==> config.mk <==
export PLATFORM = sky130hd
export DESIGN_NAME = program_loader_flat
export DESIGN_NICKNAME = d
export VERILOG_FILES = /design/src/rtl/risc_spm_pkg.sv /design/src/rtl/program_loader_if.sv /design/src/rtl/loader_checksum.sv /design/src/rtl/program_loader.sv /design/src/flat_wrapper.sv
export SDC_FILE = /design/constraint.sdc
export NUM_CORES = 1
export LEC_CHECK = 0
export CAP_MARGIN = 10
export CORE_AREA = 2 2 71 73
export CTS_CLUSTER_DIAMETER = 60
export DETAILED_ROUTE_END_ITERATION = 12
export DIE_AREA = 0 0 73 75
export GPL_ROUTABILITY_DRIVEN = 0
export HOLD_SLACK_MARGIN = 0.06
export PLACE_DENSITY = 0.7
export SYNTH_ARGS = -nofsm -noshare
export SYNTH_HDL_FRONTEND = slang
export SYNTH_SLANG_ARGS = --single-unit
==> constraint.sdc <==
create_clock -name clk -period 1.7 [get_ports clk]
set_clock_uncertainty 0.15 [all_clocks]
set_input_delay 0.255 -clock clk [delete_from_list [all_inputs] [get_ports clk]]
set_output_delay 0.255 -clock clk [all_outputs]
set_load 0.005 [all_outputs]
==> src/rtl/risc_spm_pkg.sv <==
// Shared RISC-SPM definitions: memory word/address widths (also used by the
// processing and memory units) and the program loader's state encoding.
package risc_spm_pkg;

  localparam int DATAWIDTH = 8;
  localparam int ADDRWIDTH = 8;

  typedef logic [2:0] state_t;

  localparam state_t GET_LEN  = 3'd0;
  localparam state_t GET_DATA = 3'd1;
  localparam state_t WRITE    = 3'd2;
  localparam state_t GET_SUM  = 3'd3;
  localparam state_t DONE     = 3'd4;
  localparam state_t ERROR    = 3'd5;

  // States in which the loader is willing to take a stream byte.
  function automatic logic is_rx_state(input state_t s);
    return (s == GET_LEN) || (s == GET_DATA) || (s == GET_SUM);
  endfunction

endpackage

==> src/rtl/program_loader_if.sv <==
// Loader stream + memory write bus.
//   rx_data/rx_valid/rx_ready : byte stream, transfer on rx_valid && rx_ready
//   mem_address/mem_data_out/mem_write : RAM write port driven by the loader
// master = stream source / memory side, slave = the loader itself.
interface program_loader_if #(
  parameter int DATAWIDTH = risc_spm_pkg::DATAWIDTH,
  parameter int ADDRWIDTH = risc_spm_pkg::ADDRWIDTH
) ();
  logic [DATAWIDTH-1:0] rx_data;
  logic                 rx_valid;
  logic                 rx_ready;
  logic [ADDRWIDTH-1:0] mem_address;
  logic [DATAWIDTH-1:0] mem_data_out;
  logic                 mem_write;

  modport master (
    output rx_data, rx_valid,
    input  rx_ready, mem_address, mem_data_out, mem_write
  );

  modport slave (
    input  rx_data, rx_valid,
    output rx_ready, mem_address, mem_data_out, mem_write
  );
endinterface

==> src/rtl/loader_checksum.sv <==
// 8-bit (W-bit) running sum of payload bytes, mod 2^W.
//   clk     : clock
//   clr_i   : synchronous clear (has priority over add)
//   add_i   : accumulate data_i this cycle
//   data_i  : byte to add / byte to compare against
//   match_o : accumulated sum equals data_i
module loader_checksum
  import risc_spm_pkg::*;
#(
  parameter int W = DATAWIDTH
) (
  input  logic         clk,
  input  logic         clr_i,
  input  logic         add_i,
  input  logic [W-1:0] data_i,
  output logic         match_o
);

  logic [W-1:0] sum_q, sum_d;

  // Wraps naturally at W bits, which is the mod-256 checksum rule.
  function automatic logic [W-1:0] wrap_add(input logic [W-1:0] a, input logic [W-1:0] b);
    return a + b;
  endfunction

  always_comb begin
    sum_d = sum_q;
    if (add_i) sum_d = wrap_add(sum_q, data_i);
  end

  always_ff @(posedge clk) begin
    if (clr_i) sum_q <= '0;
    else       sum_q <= sum_d;
  end

  assign match_o = (sum_q == data_i);

endmodule

==> src/rtl/program_loader.sv <==
// Boot loader ahead of the RISC-SPM memory unit. Receives LEN, LEN payload
// bytes, SUM on a valid/ready stream, writes the payload to RAM from
// START_ADDR upward (wrapping), and releases the CPU only after the sum
// matches.
//   clk, clr : clock and synchronous active-high reset
//   start    : re-arm from DONE/ERROR
//   bus      : stream input and RAM write port (slave modport)
//   cpu_clr  : holds processing/control units in clear while high
//   busy     : loader owns the memory port
//   done     : image loaded, checksum good
//   error    : checksum mismatch
module program_loader #(
  parameter int DATAWIDTH  = risc_spm_pkg::DATAWIDTH,
  parameter int ADDRWIDTH  = risc_spm_pkg::ADDRWIDTH,
  parameter int START_ADDR = 0
) (
  input  logic            clk,
  input  logic            clr,
  input  logic            start,
  program_loader_if.slave bus,
  output logic            cpu_clr,
  output logic            busy,
  output logic            done,
  output logic            error
);
  import risc_spm_pkg::*;

  localparam logic [ADDRWIDTH-1:0] START = ADDRWIDTH'(START_ADDR);

  state_t               state_q, state_d;
  logic [DATAWIDTH-1:0] count_q, count_d;
  logic [DATAWIDTH-1:0] data_q, data_d;
  logic [ADDRWIDTH-1:0] addr_q, addr_d;
  logic                 wr_q, wr_d;
  logic                 cpu_clr_q, cpu_clr_d;
  logic                 busy_q, busy_d;
  logic                 done_q, done_d;
  logic                 error_q, error_d;

  logic rx_ready;
  logic xfer;
  logic sum_clr;
  logic sum_add;
  logic sum_match;

  // Ready is the only combinational output; clr forces it low so no byte
  // can slip in on a reset edge.
  assign rx_ready = ~clr & is_rx_state(state_q);
  assign xfer     = bus.rx_valid & rx_ready;
  assign sum_clr  = clr | ((state_q == GET_LEN) & xfer);
  assign sum_add  = (state_q == GET_DATA) & xfer;

  loader_checksum #(.W(DATAWIDTH)) u_checksum (
    .clk     (clk),
    .clr_i   (sum_clr),
    .add_i   (sum_add),
    .data_i  (bus.rx_data),
    .match_o (sum_match)
  );

  always_comb begin
    state_d   = state_q;
    count_d   = count_q;
    data_d    = data_q;
    addr_d    = addr_q;
    wr_d      = wr_q;
    cpu_clr_d = cpu_clr_q;
    busy_d    = busy_q;
    done_d    = done_q;
    error_d   = error_q;
    case (state_q)
      GET_LEN: if (xfer) begin
        count_d = bus.rx_data;
        addr_d  = START;
        state_d = (bus.rx_data == '0) ? GET_SUM : GET_DATA;
      end
      GET_DATA: if (xfer) begin
        data_d  = bus.rx_data;
        wr_d    = 1'b1;
        state_d = WRITE;
      end
      // RAM captures on the edge that leaves this state.
      WRITE: begin
        wr_d    = 1'b0;
        addr_d  = addr_q + ADDRWIDTH'(1);
        count_d = count_q - DATAWIDTH'(1);
        state_d = (count_q == DATAWIDTH'(1)) ? GET_SUM : GET_DATA;
      end
      GET_SUM: if (xfer) begin
        if (sum_match) begin
          state_d   = DONE;
          cpu_clr_d = 1'b0;
          busy_d    = 1'b0;
          done_d    = 1'b1;
        end else begin
          state_d = ERROR;
          error_d = 1'b1;
        end
      end
      DONE, ERROR: if (start) begin
        state_d   = GET_LEN;
        cpu_clr_d = 1'b1;
        busy_d    = 1'b1;
        done_d    = 1'b0;
        error_d   = 1'b0;
      end
      default: state_d = GET_LEN;
    endcase
  end

  // ---- control registers (reset) ----
  always_ff @(posedge clk) begin
    if (clr) begin
      state_q   <= GET_LEN;
      count_q   <= '0;
      addr_q    <= START;
      wr_q      <= 1'b0;
      cpu_clr_q <= 1'b1;
      busy_q    <= 1'b1;
      done_q    <= 1'b0;
      error_q   <= 1'b0;
    end else begin
      state_q   <= state_d;
      count_q   <= count_d;
      addr_q    <= addr_d;
      wr_q      <= wr_d;
      cpu_clr_q <= cpu_clr_d;
      busy_q    <= busy_d;
      done_q    <= done_d;
      error_q   <= error_d;
    end
  end

  // ---- write data register (no reset, qualified by mem_write) ----
  always_ff @(posedge clk) begin
    data_q <= data_d;
  end

  assign bus.rx_ready     = rx_ready;
  assign bus.mem_address  = addr_q;
  assign bus.mem_data_out = data_q;
  assign bus.mem_write    = wr_q;
  assign cpu_clr          = cpu_clr_q;
  assign busy             = busy_q;
  assign done             = done_q;
  assign error            = error_q;

endmodule

==> src/flat_wrapper.sv <==
// flat-port wrapper written by rule: the top's interface ports become plain ports
module program_loader_flat import risc_spm_pkg::*;
#(
  parameter int DATAWIDTH  = risc_spm_pkg::DATAWIDTH,
  parameter int ADDRWIDTH  = risc_spm_pkg::ADDRWIDTH,
  parameter int START_ADDR = 0
)
  (clk, clr, start, cpu_clr, busy, done, error, bus_rx_data, bus_rx_valid, bus_rx_ready, bus_mem_address, bus_mem_data_out, bus_mem_write);
  program_loader_if #(.DATAWIDTH(DATAWIDTH), .ADDRWIDTH(ADDRWIDTH)) bus_i ();
  input  logic clk;
  input  logic clr;
  input  logic start;
  output logic cpu_clr;
  output logic busy;
  output logic done;
  output logic error;
  input wire logic [$bits(bus_i.rx_data)-1:0] bus_rx_data;
  input wire logic [$bits(bus_i.rx_valid)-1:0] bus_rx_valid;
  output wire logic [$bits(bus_i.rx_ready)-1:0] bus_rx_ready;
  output wire logic [$bits(bus_i.mem_address)-1:0] bus_mem_address;
  output wire logic [$bits(bus_i.mem_data_out)-1:0] bus_mem_data_out;
  output wire logic [$bits(bus_i.mem_write)-1:0] bus_mem_write;
  assign bus_i.rx_data = bus_rx_data;
  assign bus_i.rx_valid = bus_rx_valid;
  assign bus_rx_ready = bus_i.rx_ready;
  assign bus_mem_address = bus_i.mem_address;
  assign bus_mem_data_out = bus_i.mem_data_out;
  assign bus_mem_write = bus_i.mem_write;
  program_loader #(.DATAWIDTH(DATAWIDTH), .ADDRWIDTH(ADDRWIDTH), .START_ADDR(START_ADDR)) u_core (.clk(clk), .clr(clr), .start(start), .bus(bus_i), .cpu_clr(cpu_clr), .busy(busy), .done(done), .error(error));
endmodule
[Word-level counts from Yosys, hierarchy flattened]
Cells that the tools add are included.
Cells by class
  mux-type cells: 25
  equal/unequal tests: 13
  bitwise operators: 6
  add/sub/neg operators: 3
  reductions and logical operators: 14
Operator list (number)
  8-bit case mux with 2 select lines: 2
  8-bit two-way mux: 2
  3-bit case mux with 5 select lines: 1
  3-bit two-way mux: 4
  4-bit AND reduction: 3
  1-bit two-way mux: 10
  8-bit by 1-bit adder with 8-bit output (second input constant): 1
  8-bit adder: 1
  8-bit by 1-bit == test with 1-bit output (second input constant): 1
  8-bit == test: 1
  8-bit logical NOT: 1
  2-bit by 1-bit inequality test with 1-bit output (second input constant): 4
  1-bit case mux with 2 select lines: 4
  8-bit by 1-bit subtractor with 8-bit output (second input constant): 1
  3-bit by 2-bit == test with 1-bit output (second input constant): 2
  3-bit == test (second input constant): 2
  2-bit AND reduction: 3
  2-bit nonzero test: 3
  1-bit AND: 4
  2-bit two-way mux: 2
  2-bit inequality test (second input constant): 2
  3-bit by 1-bit == test with 1-bit output (second input constant): 1
  3-bit logical NOT: 1
  1-bit logical OR: 2
  other kinds (3): 3
Word-level totals
  bits of input ports: 12
  output and inout port bits: 22
  flip-flop bits (word level): 39
  word-level logic and storage cells: 70

[Depth between registers and ports, before layout]
Gate-level depths: netlist of run 1.
  word-level depth: 7
  mapped depth: 8
  gate-level depth less buffers: 8

[Hierarchy]
Synthesis of run 1 repeated with hierarchy kept, for this count alone.
Second synthesis, totals
  cells, all modules: 235
  area total of the unflattened synthesis: 2112.0 µm²
By module, submodules not included
  program_loader: area an instance 1483.9 µm², seq. area each 700.7 µm², cells an instance 160, instances 1
  loader_checksum: area an instance 628.1 µm², seq. area each 160.2 µm², cells an instance 75, instances 1

[Worst setup path before layout of run 1]
Ideal clock, no wire load.
  kind: reg2reg
  start: register u_core.u_checksum.sum_q[0]
  end: register u_core.u_checksum.sum_q[6]
  setup slack: -89 ps
  data arrival time: 1577 ps
  stages on the path, launching flop included: 9
  required time: 1488 ps
  setup time: 62 ps
  period minus slack after synthesis: 1789 ps
  path buffers: 0
  cell sequence: dfxtp_1 > ha_1 > inv_1 > fa_1 > nor2b_1 > o31a_1 > o21a_1 > or3_1 > nand3_1
On the way
  cells in the longest elaborated chain, start to end: 1
RTL lines
  start, declared: RTL line loader_checksum.sv:19  | logic [W-1:0] sum_q, sum_d;
  start signal, assigned: RTL line loader_checksum.sv:33  | else sum_q <= sum_d;
  8-bit adder: RTL line loader_checksum.sv:23  | return a + b;
No other way between the ends.
A chain may end at the register's enable or synchronous reset.

[Worst setup path in the final report of run 1]
Same ends and word-level chain as after synthesis.

==> flow_summary.yaml, run 1 <==
timing:
  postLayoutSetupSlackWorst_ps: -145.1
  slew_viol_final: 0
  fin_hold_ws_ps: 207.6
  post-route-min-period_ps: 1845
  fin_tns_setup_ps: -454.2
  worstMarginPinSlew_ps: 392.1
  hold_viol_final: 0
  rsz0062_at_grt: "true"
  slew_headroom_pct: 73.62
  fmax_ghz: 0.5420
  finalSetupViolCount: 4
  post-route-period-util_pct: 108.5
synthesis:
  ys.warnings.count: 0
  synth.distinct_cells: 52
  synth_flop_cell: "dfxtp_1"
  syn_avg_cell_area_um2: 9.059
  synthesis.area_mm2: 0.002038
  ys_ff_latch: 39
  syn_inst: 225
  ys_seq_area_share_pct: 42.23
  syn_nets: 248
  ys_async_sr_fraction_pct: 0
  synth_edf_count: 8
floorplan:
  die_y_um: 75
  start_util_pct: 43.73
  die_area_mm2: 0.005475
  io_pins: 34
  die_w_um: 73
  fp-row-count: 25
  design.core.area_mm2: 0.004661
global_route:
  antenna_found_initial: 0
  grt_max_degree: 23
  first_global_vias: 1860
  grt_pass1_wl_mm: 8.507
  grt_use_total_pct: 20.35
  grt_overflow: 0
place:
  dpl.cell_count: 345
  hpwl_mm: 3.691
  place_area_mm2: 0.002718
  portBuffers: 33
  post-place-ws_ps: -660.1
power_and_ir_drop:
  net-switching-power_uw: 565.0
  ir_drop_v: 0.0003949
  p_comb_share_pct: 20.7
  powerDensity_mw_per_mm2: 639.9
  p_int_mw: 1.460
  power_mw: 2.025
  clkPwrFrac_pct: 29.9
  leakage_nw: 1.229
  sequentialPowerShare_pct: 49.4
  netSwitchingFraction_pct: 27.90
drt:
  vias: 2095
  drt_wl_total_mm: 5.839
  drc: 0
  drt-wirelength-per-cell_um: 15.91
  ant_nets: 0
  drt_iter0_drc: 108
  firstDrtPassIters: 4
  viasPerCell: 5.708
layout:
  fin_util_pct: 67.89
  final_common_cell: "buf_4"
  fillers: 357
  layout.nets: 335
  diodes: 0
  area_growth_pct: 55.25
  drive_gt1_share_pct: 35.14
  stdcell_area_mm2: 0.003164
  final_cell_mix: "buf_4, nor2_1, dfxtp_1, clkdlybuf4s50_1, a21oi_1"
  fin_cells: 367
critical_path:
  crit_path_start_kind: "flop"
  required_ps: 1800
  cp_data_arrival_time_ps: 1940
  crit_type: "reg2reg"
  path_max_fanout: 2
  worst_setup_path_end_kind: "flop"
clocking:
  clock_latency_ps: 300
  holdBufCountCts: 0
  htreeDepth: 2
  path_clk_slew_ps: 80
  clk_path_buf_depth: 2
  cts_root_buf: "clkbuf_8"
  clock_sinks: 39
  cts_buffers: 5
  cts_tree: "built"
flow_run:
  max-cap-violations: 0
min_path:
  hold_path.class: "in2reg"
run_status:
  outcome: "finished, violations left"
  violations: "setup timing"
==> sequential cells by signal (all words and copies together) (netlist names) <==
name	flops
u_core.done	1
u_core.bus.mem_address	8
u_core.u_checksum.sum_q	8
u_core.count_q	8
u_core.state_q	3
u_core.error	1
u_core.bus.mem_write	1
u_core.cpu_clr	1
u_core.bus.mem_data_out	8
==> power by group through the flow <==
stage | clock, mW | combinational [mW] | sequential [mW]
3_5_place_dp | 0 | 0.336 | 1.02
6_report | 0.605 | 0.419 | 1.00
4_1_cts | 0.615 | 0.368 | 0.998
3_3_place_gp | 0 | 0.334 | 1.02
2_1_floorplan | 0 | 0.178 | 1.01
5_1_grt | 0.659 | 0.455 | 1.00
==> layout make-up <==
type / count / area, um^2 / area share (%)
clock inverter: 2 / 7.507 / 0.2372
multi-input combinational: 170 / 1345 / 42.51
sequential: 39 / 874.6 / 27.64
tap: 54 / 67.56 / 2.135
clock buffer: 6 / 72.57 / 2.293
inverter: 8 / 30.03 / 0.9490
timing repair buffer: 88 / 767.0 / 24.24
==> Yosys cell counts (2+ instances only) <==
library cell  number  area share (%)
and3_1             2            0.61
a21oi_1           20             4.9
a22oi_1            2            0.74
nand2_1           15             2.8
mux2i_1            2            0.98
o311ai_0           2            0.86
inv_1              7             1.3
a21o_1             2            0.74
nand2b_1           2            0.61
buf_6              2             1.1
ha_1              10             6.1
dfxtp_1           31              30
a2bb2oi_1          2            0.86
a221oi_1           2            0.86
nor2_1            26             4.8
nor2b_1            4             1.2
nor4_1             3            0.92
edfxtp_1           8              12
buf_2              2            0.49
nand3_1           12             2.9
a211oi_1           4             1.5
o211ai_1           4             1.5
a211o_1            2            0.86
or3b_4             2             1.1
nor3_1             8             2.0
o21ai_0           10             2.5
a31oi_1            6             1.8
or3_1              4             1.2
clkbuf_1           3            0.55
o21a_1             4             1.5
==> worst max-delay path: stages, from the launching register on <==
cell and delay, ps:
dfxtp_2 340, ha_4 160, inv_2 50, fa_2 200
nor2b_2 50, o31a_1 250, o21a_1 180, or3_1 330
nand3_1 80
==> logic make-up after synthesis <==
group,count (synthesis),share of synthesized area (%)
and+or+nand+nor,89,23.51
AOI/OAI and AO/OA,66,21.30
DFF,39,42.23
buffers and inverters,16,3.990
adders and majority gates,11,7.121
xor gates and xnor gates,2,0.8596
muxes,2,0.9822
==> repair_timing <==
action | CTS | global route
setup buffers | 8 | 7
pin swaps | 17 | 19
setup endpoints to repair | 19 | 26
resized for setup | 38 | 34
==> worst paths after layout <==
path / depth (start not counted) / from / slack, ps / end
setup / recovery: 8 / u_core.u_checksum.sum_q[0]$_SDFFE_PP0P_ / -150 / u_core.u_checksum.sum_q[6]$_SDFFE_PP0P_
hold reg to reg: 2 / u_core.bus.mem_write$_SDFFE_PP0P_ / 320 / u_core.bus.mem_write$_SDFFE_PP0P_
setup reg to reg: 8 / u_core.u_checksum.sum_q[0]$_SDFFE_PP0P_ / -150 / u_core.u_checksum.sum_q[6]$_SDFFE_PP0P_
hold / removal: 3 / clr / 210 / u_core.cpu_clr$_SDFFE_PP1P_
==> layer usage <==
layer / up-vias / share of wire (%) / GRT usage [%]
met2: 50 / 51 / 33.03
met1: 1025 / 43 / 26.04
met3: 8 / 4.5 / 5.355
li1: 1012 / - / -
met5: - / 0 / 0
met4: 0 / 1.5 / 7.819
Power figures use the tool's default switching activity.
==> inputs of run 2 (changes only) <==
--- a/config.mk
+++ b/config.mk
@@ -5,7 +5,7 @@
 export SDC_FILE = /design/constraint.sdc
 export NUM_CORES = 1
 export LEC_CHECK = 0
-export CAP_MARGIN = 10
+export ABC_CLOCK_PERIOD_IN_PS = 1700
 export CORE_AREA = 2 2 71 73
 export CTS_CLUSTER_DIAMETER = 60
 export DETAILED_ROUTE_END_ITERATION = 12
==> results of run 2 <==
No change in the layout: final DEF, timing and power equal those of run 1.
